**src/rtl/lock_pkg.sv**
```systemverilog
// Shared definitions for the lock keypad logic: key codes, the digit test
// and the state encoding of the code-entry sequencer.
package lock_pkg;

  localparam logic [3:0] KEY_STAR = 4'b1010;
  localparam logic [3:0] KEY_HASH = 4'b1011;

  typedef enum logic [2:0] {
    S_IDLE    = 3'd0,
    S_COLLECT = 3'd1,
    S_EVAL    = 3'd2,
    S_NEW_A   = 3'd3,
    S_NEW_B   = 3'd4,
    S_LOCKOUT = 3'd5
  } entry_state_t;

  function automatic logic is_digit(input logic [3:0] key);
    return key <= 4'd9;
  endfunction

endpackage

```
**src/rtl/digit_buffer.sv**
```systemverilog
// Entry buffer: nibble shift register with a count that saturates one past
// full and a sticky overflow flag; clear together with shift_en loads a digit.
module digit_buffer #(
  parameter int unsigned DIGITS = 4
) (
  input  logic                clk,
  input  logic                reset_1,
  input  logic                clear,
  input  logic                shift_en,
  input  logic [3:0]          digit,
  output logic [4*DIGITS-1:0] code,
  output logic [2:0]          cnt,
  output logic                overflow
);

  localparam logic [2:0] FULL = 3'(DIGITS);
  localparam logic [2:0] OVER = 3'(DIGITS + 1);

  always_ff @(posedge clk or negedge reset_1) begin
    if (!reset_1) begin
      code     <= '0;
      cnt      <= '0;
      overflow <= 1'b0;
    end else if (clear) begin
      code     <= shift_en ? {{(4*DIGITS-4){1'b0}}, digit} : '0;
      cnt      <= shift_en ? 3'd1 : 3'd0;
      overflow <= 1'b0;
    end else if (shift_en) begin
      // Once full, further digits only mark the entry as too long.
      if (cnt >= FULL) begin
        cnt      <= OVER;
        overflow <= 1'b1;
      end else begin
        code <= {code[4*DIGITS-5:0], digit};
        cnt  <= cnt + 3'd1;
      end
    end
  end

endmodule

```
**src/rtl/code_entry_ctrl.sv**
```systemverilog
// Keypad entry sequencer: assembles digit entries, judges them against the
// stored password, runs the two-entry password change and the fail lockout.
module code_entry_ctrl
  import lock_pkg::*;
#(
  parameter int unsigned         DIGITS      = 4,
  parameter int unsigned         TIMEOUT_CYC = 1000,
  parameter int unsigned         MAX_FAIL    = 3,
  parameter int unsigned         LOCKOUT_CYC = 5000,
  parameter logic [4*DIGITS-1:0] DEFAULT_PW  = 16'h1234
) (
  input  logic                clk,
  input  logic                reset_1,
  input  logic [3:0]          key_code,
  input  logic                key_valid,
  output logic [4*DIGITS-1:0] code_word,
  output logic [2:0]          digit_cnt,
  output logic                open_pulse,
  output logic                fail_pulse,
  output logic                lockout,
  output logic                change_mode,
  output logic                pw_changed,
  output logic                err_pulse,
  output logic                timeout_pulse
);

  localparam int TW = $clog2(TIMEOUT_CYC);
  localparam int LW = $clog2(LOCKOUT_CYC);
  localparam int FW = $clog2(MAX_FAIL + 1);
  localparam logic [TW-1:0] TIMER_LAST = TW'(TIMEOUT_CYC - 1);
  localparam logic [LW-1:0] LOCK_LAST  = LW'(LOCKOUT_CYC - 1);
  localparam logic [FW-1:0] FAIL_MAX   = FW'(MAX_FAIL);
  localparam logic [2:0]    FULL_CNT   = 3'(DIGITS);

  entry_state_t        state;
  logic [4*DIGITS-1:0] pw, cand, buf_code;
  logic [2:0]          buf_cnt;
  logic                buf_ovf, buf_clear, buf_shift;
  logic [TW-1:0]       timer;
  logic [LW-1:0]       lock_cnt;
  logic [FW-1:0]       fail_cnt, fail_inc;
  logic                term_hash;
  logic                key_digit, key_hash, key_star, key_accept;
  logic                in_entry, in_change, timer_exp, count_ok;

  assign key_digit  = key_valid && is_digit(key_code);
  assign key_hash   = key_valid && (key_code == KEY_HASH);
  assign key_star   = key_valid && (key_code == KEY_STAR);
  assign key_accept = key_digit || key_hash || key_star;
  assign in_change  = (state == S_NEW_A) || (state == S_NEW_B);
  assign in_entry   = (state == S_COLLECT) || in_change;
  // A key landing on the expiry cycle wins over the timeout.
  assign timer_exp  = in_entry && !key_accept && (timer == TIMER_LAST);
  assign count_ok   = (buf_cnt == FULL_CNT) && !buf_ovf;
  assign fail_inc   = (fail_cnt == FAIL_MAX) ? fail_cnt : fail_cnt + FW'(1);

  assign buf_shift = key_digit && ((state == S_IDLE) || in_entry);
  assign buf_clear = (state == S_IDLE && key_digit) || (state == S_EVAL) || timer_exp ||
                     (in_change && (key_hash || key_star));

  digit_buffer #(.DIGITS(DIGITS)) u_digit_buffer (
    .clk      (clk),
    .reset_1  (reset_1),
    .clear    (buf_clear),
    .shift_en (buf_shift),
    .digit    (key_code),
    .code     (buf_code),
    .cnt      (buf_cnt),
    .overflow (buf_ovf)
  );

  assign code_word = buf_code;
  assign digit_cnt = buf_cnt;

  always_ff @(posedge clk or negedge reset_1) begin
    if (!reset_1) begin
      state         <= S_IDLE;
      pw            <= DEFAULT_PW;
      cand          <= '0;
      timer         <= '0;
      lock_cnt      <= '0;
      fail_cnt      <= '0;
      term_hash     <= 1'b0;
      open_pulse    <= 1'b0;
      fail_pulse    <= 1'b0;
      lockout       <= 1'b0;
      change_mode   <= 1'b0;
      pw_changed    <= 1'b0;
      err_pulse     <= 1'b0;
      timeout_pulse <= 1'b0;
    end else begin
      // NOTE: non-blocking throughout, so every decision below sees the
      // pre-edge register values regardless of statement order.
      open_pulse    <= 1'b0;
      fail_pulse    <= 1'b0;
      pw_changed    <= 1'b0;
      err_pulse     <= 1'b0;
      timeout_pulse <= 1'b0;
      if (in_entry) timer <= (key_accept || timer_exp) ? '0 : timer + TW'(1);

      case (state)
        S_IDLE: if (key_digit) begin
          state <= S_COLLECT;
          timer <= '0;
        end
        S_COLLECT: begin
          if (key_hash || key_star) begin
            term_hash <= key_hash;
            state     <= S_EVAL;
          end else if (timer_exp) begin
            timeout_pulse <= 1'b1;
            state         <= S_IDLE;
          end
        end
        S_EVAL: begin
          if (count_ok && buf_code == pw) begin
            fail_cnt <= '0;
            if (term_hash) begin
              open_pulse <= 1'b1;
              state      <= S_IDLE;
            end else begin
              change_mode <= 1'b1;
              timer       <= '0;
              state       <= S_NEW_A;
            end
          end else begin
            fail_pulse <= 1'b1;
            fail_cnt   <= fail_inc;
            if (fail_inc == FAIL_MAX) begin
              lockout  <= 1'b1;
              lock_cnt <= '0;
              state    <= S_LOCKOUT;
            end else begin
              state <= S_IDLE;
            end
          end
        end
        S_NEW_A, S_NEW_B: begin
          if (key_hash && count_ok && state == S_NEW_A) begin
            cand  <= buf_code;
            state <= S_NEW_B;
          end else if (key_hash && count_ok && buf_code == cand) begin
            pw          <= cand;
            pw_changed  <= 1'b1;
            change_mode <= 1'b0;
            state       <= S_IDLE;
          end else if (key_hash || key_star || timer_exp) begin
            err_pulse     <= 1'b1;
            timeout_pulse <= timer_exp;
            change_mode   <= 1'b0;
            state         <= S_IDLE;
          end
        end
        S_LOCKOUT: begin
          if (lock_cnt == LOCK_LAST) begin
            lockout  <= 1'b0;
            fail_cnt <= '0;
            state    <= S_IDLE;
          end else begin
            lock_cnt <= lock_cnt + LW'(1);
          end
        end
        default: state <= S_IDLE;
      endcase
    end
  end

endmodule

```
**config.mk**
```make
export PLATFORM = sky130hd
export DESIGN_NAME = code_entry_ctrl
export DESIGN_NICKNAME = d
export VERILOG_FILES = /design/src/rtl/lock_pkg.sv /design/src/rtl/digit_buffer.sv /design/src/rtl/code_entry_ctrl.sv
export SDC_FILE = /design/constraint.sdc
export NUM_CORES = 1
export LEC_CHECK = 0
export BUFFER_PORTS_ARGS = -buffer_cell sky130_fd_sc_hd__buf_2
export CAP_MARGIN = 10
export CORE_MARGIN = 5
export CORE_UTILIZATION = 35
export CTS_CLUSTER_SIZE = 14
export DETAILED_ROUTE_END_ITERATION = 10
export SYNTH_ARGS = -nofsm -noshare
export SYNTH_HDL_FRONTEND = slang
export SYNTH_SLANG_ARGS = --single-unit
```
**constraint.sdc**
```tcl
create_clock -name clk -period 2.4 [get_ports clk]
set_input_delay 0.24 -clock clk [delete_from_list [all_inputs] [get_ports clk]]
set_output_delay 0.24 -clock clk [all_outputs]
set_load 0.05 [all_outputs]
```
======== Word-level counts from Yosys, hierarchy flattened ========
Index checks and enable logic that the tools add are counted.
word-level totals
  bits of input ports ..................... 7
  register bits after elaboration ......... 88
  output and inout port bits .............. 26
operators by class
  order comparisons ....................... 2
  eq/ne operators ......................... 26
  bitwise gates (word level) .............. 1
  reduce and logical (&&, ||, !) cells .... 42
  $add $sub $neg .......................... 4
  mux-type cells .......................... 64
operators with widths
  kind                   count
  $mux 10                5
  $mux 16                3
  $mux 13                3
  $mux 3                 12
  $eq 16x16->1           2
  $mux 1                 29
  $pmux 13 s2            1
  $pmux 10 s2            1
  $pmux 3 s5             1
  $ne 2x2->1 const B     7
  $add 13x1->13 const B  1
  $eq 13x13->1 const B   1
  $logic_and 1x1->1      13
  $reduce_and 4->1       3
  $logic_or 1x1->1       11
  $add 10x1->10 const B  1
  $eq 10x10->1 const B   1
  $reduce_and 2->1       5
  $eq 3x3->1 const B     3
  $eq 4x4->1 const B     2
  $mux 2                 4
  $reduce_bool 2->1      4
  $eq 3x2->1 const B     2
  $pmux 1 s2             3
  18 further kinds       21

======== Logic depth before layout (Yosys ltp) ========
  word-level depth ........................ 13
  mapped depth ............................ 10
  mapped depth without buffers ............ 8

======== Hierarchy ========
From an unflattened synthesis, not the netlist that was laid out.
unflattened totals
  cell total of the unflattened synthesis .. 401
  area total of the unflattened synthesis .. 4508.1 um^2
by module, submodules not included
  module           area each (um^2)  seq. area each (um^2)  times used  cells each
  code_entry_ctrl  3607.2            1707.9                 1           324
  digit_buffer     900.9             500.5                  1           77

======== Worst setup path after synthesis ========
Ideal clock, no wire load.
  kind .................................... flip-flop to flip-flop
  start ................................... register u_digit_buffer.cnt[0]
  end ..................................... register pw[0]
  library setup time ...................... 0.128 ns
  slack ................................... 0.177 ns
  path buffers ............................ 1
  data required time ...................... 2.272 ns
  arrival time ............................ 2.095 ns
  stages on the path, launching flop included .. 9
  path through ............................ dfrtp_1 > inv_1 > ha_1 > and3b_1 > and3_1 > nand4_1 > nor2_2 > buf_4 > mux2_1
between the ends
  word-level cells in the longest chain between the ends .. 6
  elaborated cells between the ends (all ways) .. 7
  classes of those cells .................. eq/ne (1); bitwise (1); reduce/logical (5)
RTL lines
  item                          RTL line                                        source
  start: declaration            digit_buffer.sv:12                              output logic [2:0] cnt,
  start signal: assignment      digit_buffer.sv:26                              cnt <= shift_en ? 3'd1 : 3'd0;
  start signal: assignment      digit_buffer.sv:35                              cnt <= cnt + 3'd1;
  $eq 3x3->1 *                  code_entry_ctrl.sv:54                           assign count_ok = (buf_cnt == FULL_CNT) && !buf_ovf;
  $logic_and 1x1->1 *           code_entry_ctrl.sv:54
  $logic_and 1x1->1 *           code_entry_ctrl.sv:139, code_entry_ctrl.sv:142
  $logic_and 1x1->1             code_entry_ctrl.sv:139                          if (key_hash && count_ok && state == S_NEW_A) begin
  $not 1->1 (no line)           -
  $reduce_and 3->1 (no line) *  -
  end signal: assignment        code_entry_ctrl.sv:143                          pw <= cand;
  end: declaration              code_entry_ctrl.sv:36                           logic [4*DIGITS-1:0] pw, cand, buf_code;
Mark *: on every way between the ends. The rest lies on a longest branch, timed or not.
A chain may end at the register's enable or synchronous reset.

======== Final worst setup path ========
  start ................................... register u_digit_buffer.code[9]
  end ..................................... register timer[6]
between the ends
  word-level cells in the longest chain between the ends .. 4
RTL lines
  item                      RTL line                source
  start: declaration        digit_buffer.sv:11      output logic [4*DIGITS-1:0] code,
  start signal: assignment  digit_buffer.sv:25      code <= shift_en ? {{(4*DIGITS-4){1'b0}}, digit} : '0;
  start signal: assignment  digit_buffer.sv:34      code <= {code[4*DIGITS-5:0], digit};
  $eq 16x16->1              code_entry_ctrl.sv:116  if (count_ok && buf_code == pw) begin
  $logic_and 1x1->1         code_entry_ctrl.sv:116
  $mux 10                   code_entry_ctrl.sv:116
  $pmux 10 s2               code_entry_ctrl.sv:101  case (state)
  end signal: assignment    code_entry_ctrl.sv:99   if (in_entry) timer <= (key_accept || timer_exp) ? '0 : timer + TW'(1);
  end: declaration          code_entry_ctrl.sv:39   logic [TW-1:0] timer;
No other way between the ends.

==> flow_summary.html <==
<table>
<tr><th>Metric</th><th>Value</th></tr>
<tr><th colspan="2">Run status</th></tr>
<tr><td>Status</td><td>completed</td></tr>
<tr><th colspan="2">Worst setup path</th></tr>
<tr><td>Worst setup path class</td><td>reg -&gt; reg</td></tr>
<tr><td>CP max-delay cell</td><td>sky130_fd_sc_hd__or4_1</td></tr>
<tr><td>Type of origin of the critical path</td><td>flop</td></tr>
<tr><td>Cells along the critical path</td><td>xor2_1, nor4_2, nand3_1, or4_1, o211ai_4, nor2_1</td></tr>
<tr><td>Highest net fanout along the worst path</td><td>10</td></tr>
<tr><td>Longest individual stage delay on the worst path</td><td>~0.64 ns</td></tr>
<tr><td>Arrival time worst endpoint</td><td>2.47 ns</td></tr>
<tr><td>Cell type group with the largest total delay on the critical path</td><td>simple AND/OR/NAND/NOR gates</td></tr>
<tr><td>Data required time at the worst endpoint</td><td>2.61 ns</td></tr>
<tr><td>Type of element capturing the critical path</td><td>flop</td></tr>
<tr><td>Buffers &amp; Inverters on Critical Path</td><td>0</td></tr>
<tr><th colspan="2">GRT</th></tr>
<tr><td>Largest net degree at the start of global routing</td><td>61</td></tr>
<tr><td>Number of antenna violations at the first check in global routing</td><td>0</td></tr>
<tr><td>Leftover overflow at the end of global routing</td><td>0</td></tr>
<tr><td>Via count of the first global-routing pass</td><td>approximately 3200</td></tr>
<tr><td>Global-route usage over all layers</td><td>between 10% and 20%</td></tr>
<tr><td>Global-route wire length before repair</td><td>roughly 17 mm</td></tr>
<tr><th colspan="2">STA</th></tr>
<tr><td>Part of the cycle the worst path needs</td><td>between 90% and 100%</td></tr>
<tr><td>Fin Clk Skew</td><td>~0.0079 ns</td></tr>
<tr><td>Maximum operating frequency</td><td>442 MHz</td></tr>
<tr><td>Slack of the critical path</td><td>around 0.14 ns</td></tr>
<tr><td>Slew of the pin with the lowest slew margin</td><td>around 0.44 ns</td></tr>
<tr><td>Post-layout min period</td><td>roughly 2.3 ns</td></tr>
<tr><td>Number of hold violations in the final report</td><td>0</td></tr>
<tr><td>Slew margin rel.</td><td>a little over two thirds</td></tr>
<tr><td>Total negative slack for setup checks</td><td>0 ns</td></tr>
<tr><td>Number of setup violations in the final report</td><td>0</td></tr>
<tr><td>Final Max Tran Viols</td><td>0</td></tr>
<tr><td>Setup repair after global routing missed its margin</td><td>false</td></tr>
<tr><th colspan="2">Power and ir drop</th></tr>
<tr><td>Reported net switching power</td><td>~2.2 mW</td></tr>
<tr><td>Design internal power</td><td>3.19 mW</td></tr>
<tr><td>Peak ir drop on the vdd network</td><td>between 0.6 and 0.7 mV</td></tr>
<tr><td>Switching Share</td><td>roughly two fifths</td></tr>
<tr><td>Total design power</td><td>roughly 5.4 mW</td></tr>
<tr><td>Combinational fraction of design power</td><td>between 30% and 40%</td></tr>
<tr><td>Clock share of power</td><td>between 20% and 30%</td></tr>
<tr><td>Power density normalized to cell area</td><td>slightly above 1000 nW/um^2</td></tr>
<tr><td>Leakage power summed over all cells</td><td>about 2.5 nW</td></tr>
<tr><td>Sequential share of power</td><td>38.2%</td></tr>
<tr><th colspan="2">Logic synthesis</th></tr>
<tr><td>Number of library cell types mapped by synthesis</td><td>54</td></tr>
<tr><td>Largest area contributor in the synthesized netlist</td><td>sky130_fd_sc_hd__dfrtp_1</td></tr>
<tr><td>EDFF count, synth</td><td>0</td></tr>
<tr><td>Biggest area contributors in the synthesized netlist</td><td>sky130_fd_sc_hd__dfrtp_1, sky130_fd_sc_hd__xor2_1, sky130_fd_sc_hd__mux2_1</td></tr>
<tr><td>Flip-flop and latch count after synthesis</td><td>88</td></tr>
<tr><td>Post-Syn Area</td><td>4390 um^2</td></tr>
<tr><td>Async S/R FF share, synth</td><td>100%</td></tr>
<tr><td>Yosys top cell area share</td><td>~47%</td></tr>
<tr><td>Number of instances in the synthesized netlist</td><td>around 410</td></tr>
<tr><td>Post-synth net total</td><td>423</td></tr>
<tr><td>Portion of the post-synthesis area used by sequential elements</td><td>between 50% and 60%</td></tr>
<tr><td>Most instantiated flip-flop cell in the synthesis netlist</td><td>sky130_fd_sc_hd__dfrtp_1</td></tr>
<tr><td>Average size of a mapped cell</td><td>10.6 um^2</td></tr>
<tr><td>Most instantiated library cell after synthesis</td><td>sky130_fd_sc_hd__dfrtp_1</td></tr>
<tr><td>Warning count from the yosys run</td><td>0</td></tr>
<tr><td>Leading cell types by count after synthesis</td><td>sky130_fd_sc_hd__dfrtp_1, sky130_fd_sc_hd__nand2_1, sky130_fd_sc_hd__nor2_1</td></tr>
<tr><th colspan="2">Route</th></tr>
<tr><td>Routed vias</td><td>around 3200</td></tr>
<tr><td>Total length of routed wires</td><td>9.82 mm</td></tr>
<tr><td>Vias per cell</td><td>5.07</td></tr>
<tr><td>DRT iter0 DRCs</td><td>186</td></tr>
<tr><td>First-pass DRT Iterations</td><td>4</td></tr>
<tr><td>Per-cell routed wire length</td><td>roughly 16 um</td></tr>
<tr><td>Final antenna-violating net count</td><td>0</td></tr>
<tr><td>Drc violations</td><td>0</td></tr>
<tr><th colspan="2">Worst hold path</th></tr>
<tr><td>Hold WC Path Type</td><td>in -&gt; reg</td></tr>
<tr><th colspan="2">Clocking</th></tr>
<tr><td>Clock edge transition at the registers on the reported setup and hold paths</td><td>approximately 0.070 ns</td></tr>
<tr><td>CTS tree</td><td>done</td></tr>
<tr><td>Maximum buffer depth of the clock tree</td><td>2</td></tr>
<tr><td>CTS Buf Count</td><td>9</td></tr>
<tr><td>Depth of the CTS H-tree</td><td>3</td></tr>
<tr><td>Clock net sink count</td><td>around 90</td></tr>
<tr><td>Buffer type at the clock tree root</td><td>sky130_fd_sc_hd__clkbuf_16</td></tr>
<tr><td>Insertion delay to the later sink of the worst-skew pair</td><td>roughly 0.34 ns</td></tr>
<tr><th colspan="2">Layout</th></tr>
<tr><td>Number of nets in the layout</td><td>around 470</td></tr>
<tr><td>Layout filler cell count</td><td>between 1000 and 1500</td></tr>
<tr><td>Diodes inserted</td><td>0</td></tr>
<tr><td>Area Growth Syn to Fin</td><td>18.0%</td></tr>
<tr><td>Reg area</td><td>about 2200 um^2</td></tr>
<tr><td>Post-route non-filler standard cell count</td><td>roughly 630</td></tr>
<tr><td>Share of layout cells above drive strength 1</td><td>between 20% and 30%</td></tr>
<tr><td>Post-layout util</td><td>about 43%</td></tr>
<tr><td>Area occupied by multi-input gates</td><td>2070 um^2</td></tr>
<tr><th colspan="2">Floorplan</th></tr>
<tr><td>Area inside the core boundary</td><td>12200 um^2</td></tr>
<tr><td>Starting density of the core</td><td>approximately 36%</td></tr>
<tr><td>Die width</td><td>approximately 120 um</td></tr>
<tr><td>Vertical extent of the die</td><td>around 120 um</td></tr>
<tr><td>Die area</td><td>roughly 15000 um^2</td></tr>
<tr><td>I/O pins</td><td>33</td></tr>
<tr><td>Number of placement rows</td><td>40</td></tr>
<tr><th colspan="2">Placed design</th></tr>
<tr><td>Port bufs</td><td>32</td></tr>
<tr><td>Place WS</td><td>0.0606 ns</td></tr>
<tr><td>Count of placed standard cells including taps</td><td>between 600 and 700</td></tr>
<tr><td>Final weighted congestion in routability-driven placement</td><td>approximately 0.8</td></tr>
<tr><td>Half-perimeter wire length of the detailed placement result</td><td>between 7 and 8 mm</td></tr>
<tr><th colspan="2">Run</th></tr>
<tr><td>Max_cap viols</td><td>0</td></tr>
</table>
-- kinds of logic after synthesis --
logic type	share of synthesized area (%)
flops	50.3
compound gates	9.81
buf+inv	2.77
simple gates	18.6
fa+ha+maj	1.14
mux	8.93
xor+xnor	8.39
-- layout make-up --
cell class                 instances  share of cell area (%)
sequential                        88                    42.7
tap                              168                    4.06
inverter                           5                   0.362
timing repair buffer              51                    6.91
clock inverter                     6                    1.33
multi-input combinational        303                    40.0
clock buffer                      10                    4.62
-- per-layer routing --
metal  up-vias  wire (um)  GRT usage (%)  part of all wire (%)
met5         -          0              0                     0
met4         0        161           5.25                   1.6
met3        11        294           2.92                   3.0
met2        50       4600           22.7                    47
met1      1578       4760           19.1                    48
li1       1560          -              -                     -
-- cells in the final DEF (no fill, tap or decap), types with 2 or more instances in the layout --
cell	instances
sky130_fd_sc_hd__dfrtp_1	82
sky130_fd_sc_hd__nor4bb_1	2
sky130_fd_sc_hd__mux2_1	19
sky130_fd_sc_hd__dfstp_2	5
sky130_fd_sc_hd__buf_12	4
sky130_fd_sc_hd__nor2_1	31
sky130_fd_sc_hd__mux2i_1	2
sky130_fd_sc_hd__nand2b_1	2
sky130_fd_sc_hd__o21ai_0	6
sky130_fd_sc_hd__nor4_2	2
sky130_fd_sc_hd__clkbuf_16	9
sky130_fd_sc_hd__nor3_1	6
sky130_fd_sc_hd__xnor2_1	15
sky130_fd_sc_hd__mux2_2	14
sky130_fd_sc_hd__nand4_1	13
sky130_fd_sc_hd__or4_1	8
sky130_fd_sc_hd__buf_2	31
sky130_fd_sc_hd__nor4_1	4
sky130_fd_sc_hd__o21ai_1	3
sky130_fd_sc_hd__xor2_1	27
sky130_fd_sc_hd__a22o_1	5
sky130_fd_sc_hd__a21oi_1	28
sky130_fd_sc_hd__inv_1	5
sky130_fd_sc_hd__a31oi_1	2
sky130_fd_sc_hd__nand2_1	52
sky130_fd_sc_hd__o31ai_1	12
sky130_fd_sc_hd__and4_1	4
sky130_fd_sc_hd__and2_1	3
sky130_fd_sc_hd__buf_4	15
sky130_fd_sc_hd__clkinv_4	3
sky130_fd_sc_hd__ha_1	4
sky130_fd_sc_hd__and3_1	4
sky130_fd_sc_hd__nand3_1	11
-- final timing paths --
| kind | cells past startpoint | from | end | slack, ns |
|---|---|---|---|---|
| setup / recovery | 6 | u_digit_buffer.code[9] | timer[6] | 0.14 |
| hold / removal | 2 | key_code[1] | u_digit_buffer.code[1] | 0.15 |
| setup reg to reg | 6 | u_digit_buffer.code[9] | timer[6] | 0.14 |
| hold reg to reg | 2 | fail_cnt[0] | fail_cnt[1] | 0.50 |
| max in group asynchronous | 3 | reset_1 | pw[12] | 1.34 |
| min in group asynchronous | 2 | reset_1 | cand[14] | 0.37 |
-- sequential cells by signal (all words and copies together) (netlist names), 2 cells and up --
register,count
lock_cnt,13
u_digit_buffer.code,16
timer,10
u_digit_buffer.cnt,3
pw,16
cand,16
state,3
fail_cnt,2
-- stage by stage --
stage / hold WS, ns / cell area (um^2)
2_1_floorplan: -0.0556 / 4390
3_3_place_gp: 0.184 / 4840
5_1_grt: 0.139 / 5180
6_report: 0.151 / 5180
3_5_place_dp: 0.189 / 4840
4_1_cts: 0.136 / 5160
-- repair_timing --
action                                 CTS  global route
resized for setup                        0             4
hold buffers                             1             0
buffers inserted                         0             0
setup endpoints to repair                0            19
endpoints found under the hold margin   27             0
-- power groups by stage --
stage	logic, mW	registers [mW]	clock network (mW)
finish	1.90	2.05	1.42
CTS	1.90	2.05	1.47
global placement	1.88	2.07	0
floorplan	0.833	2.53	0
global route	2.07	2.10	1.53
detailed placement	1.89	2.08	0
Power figures use the tool's default switching activity.
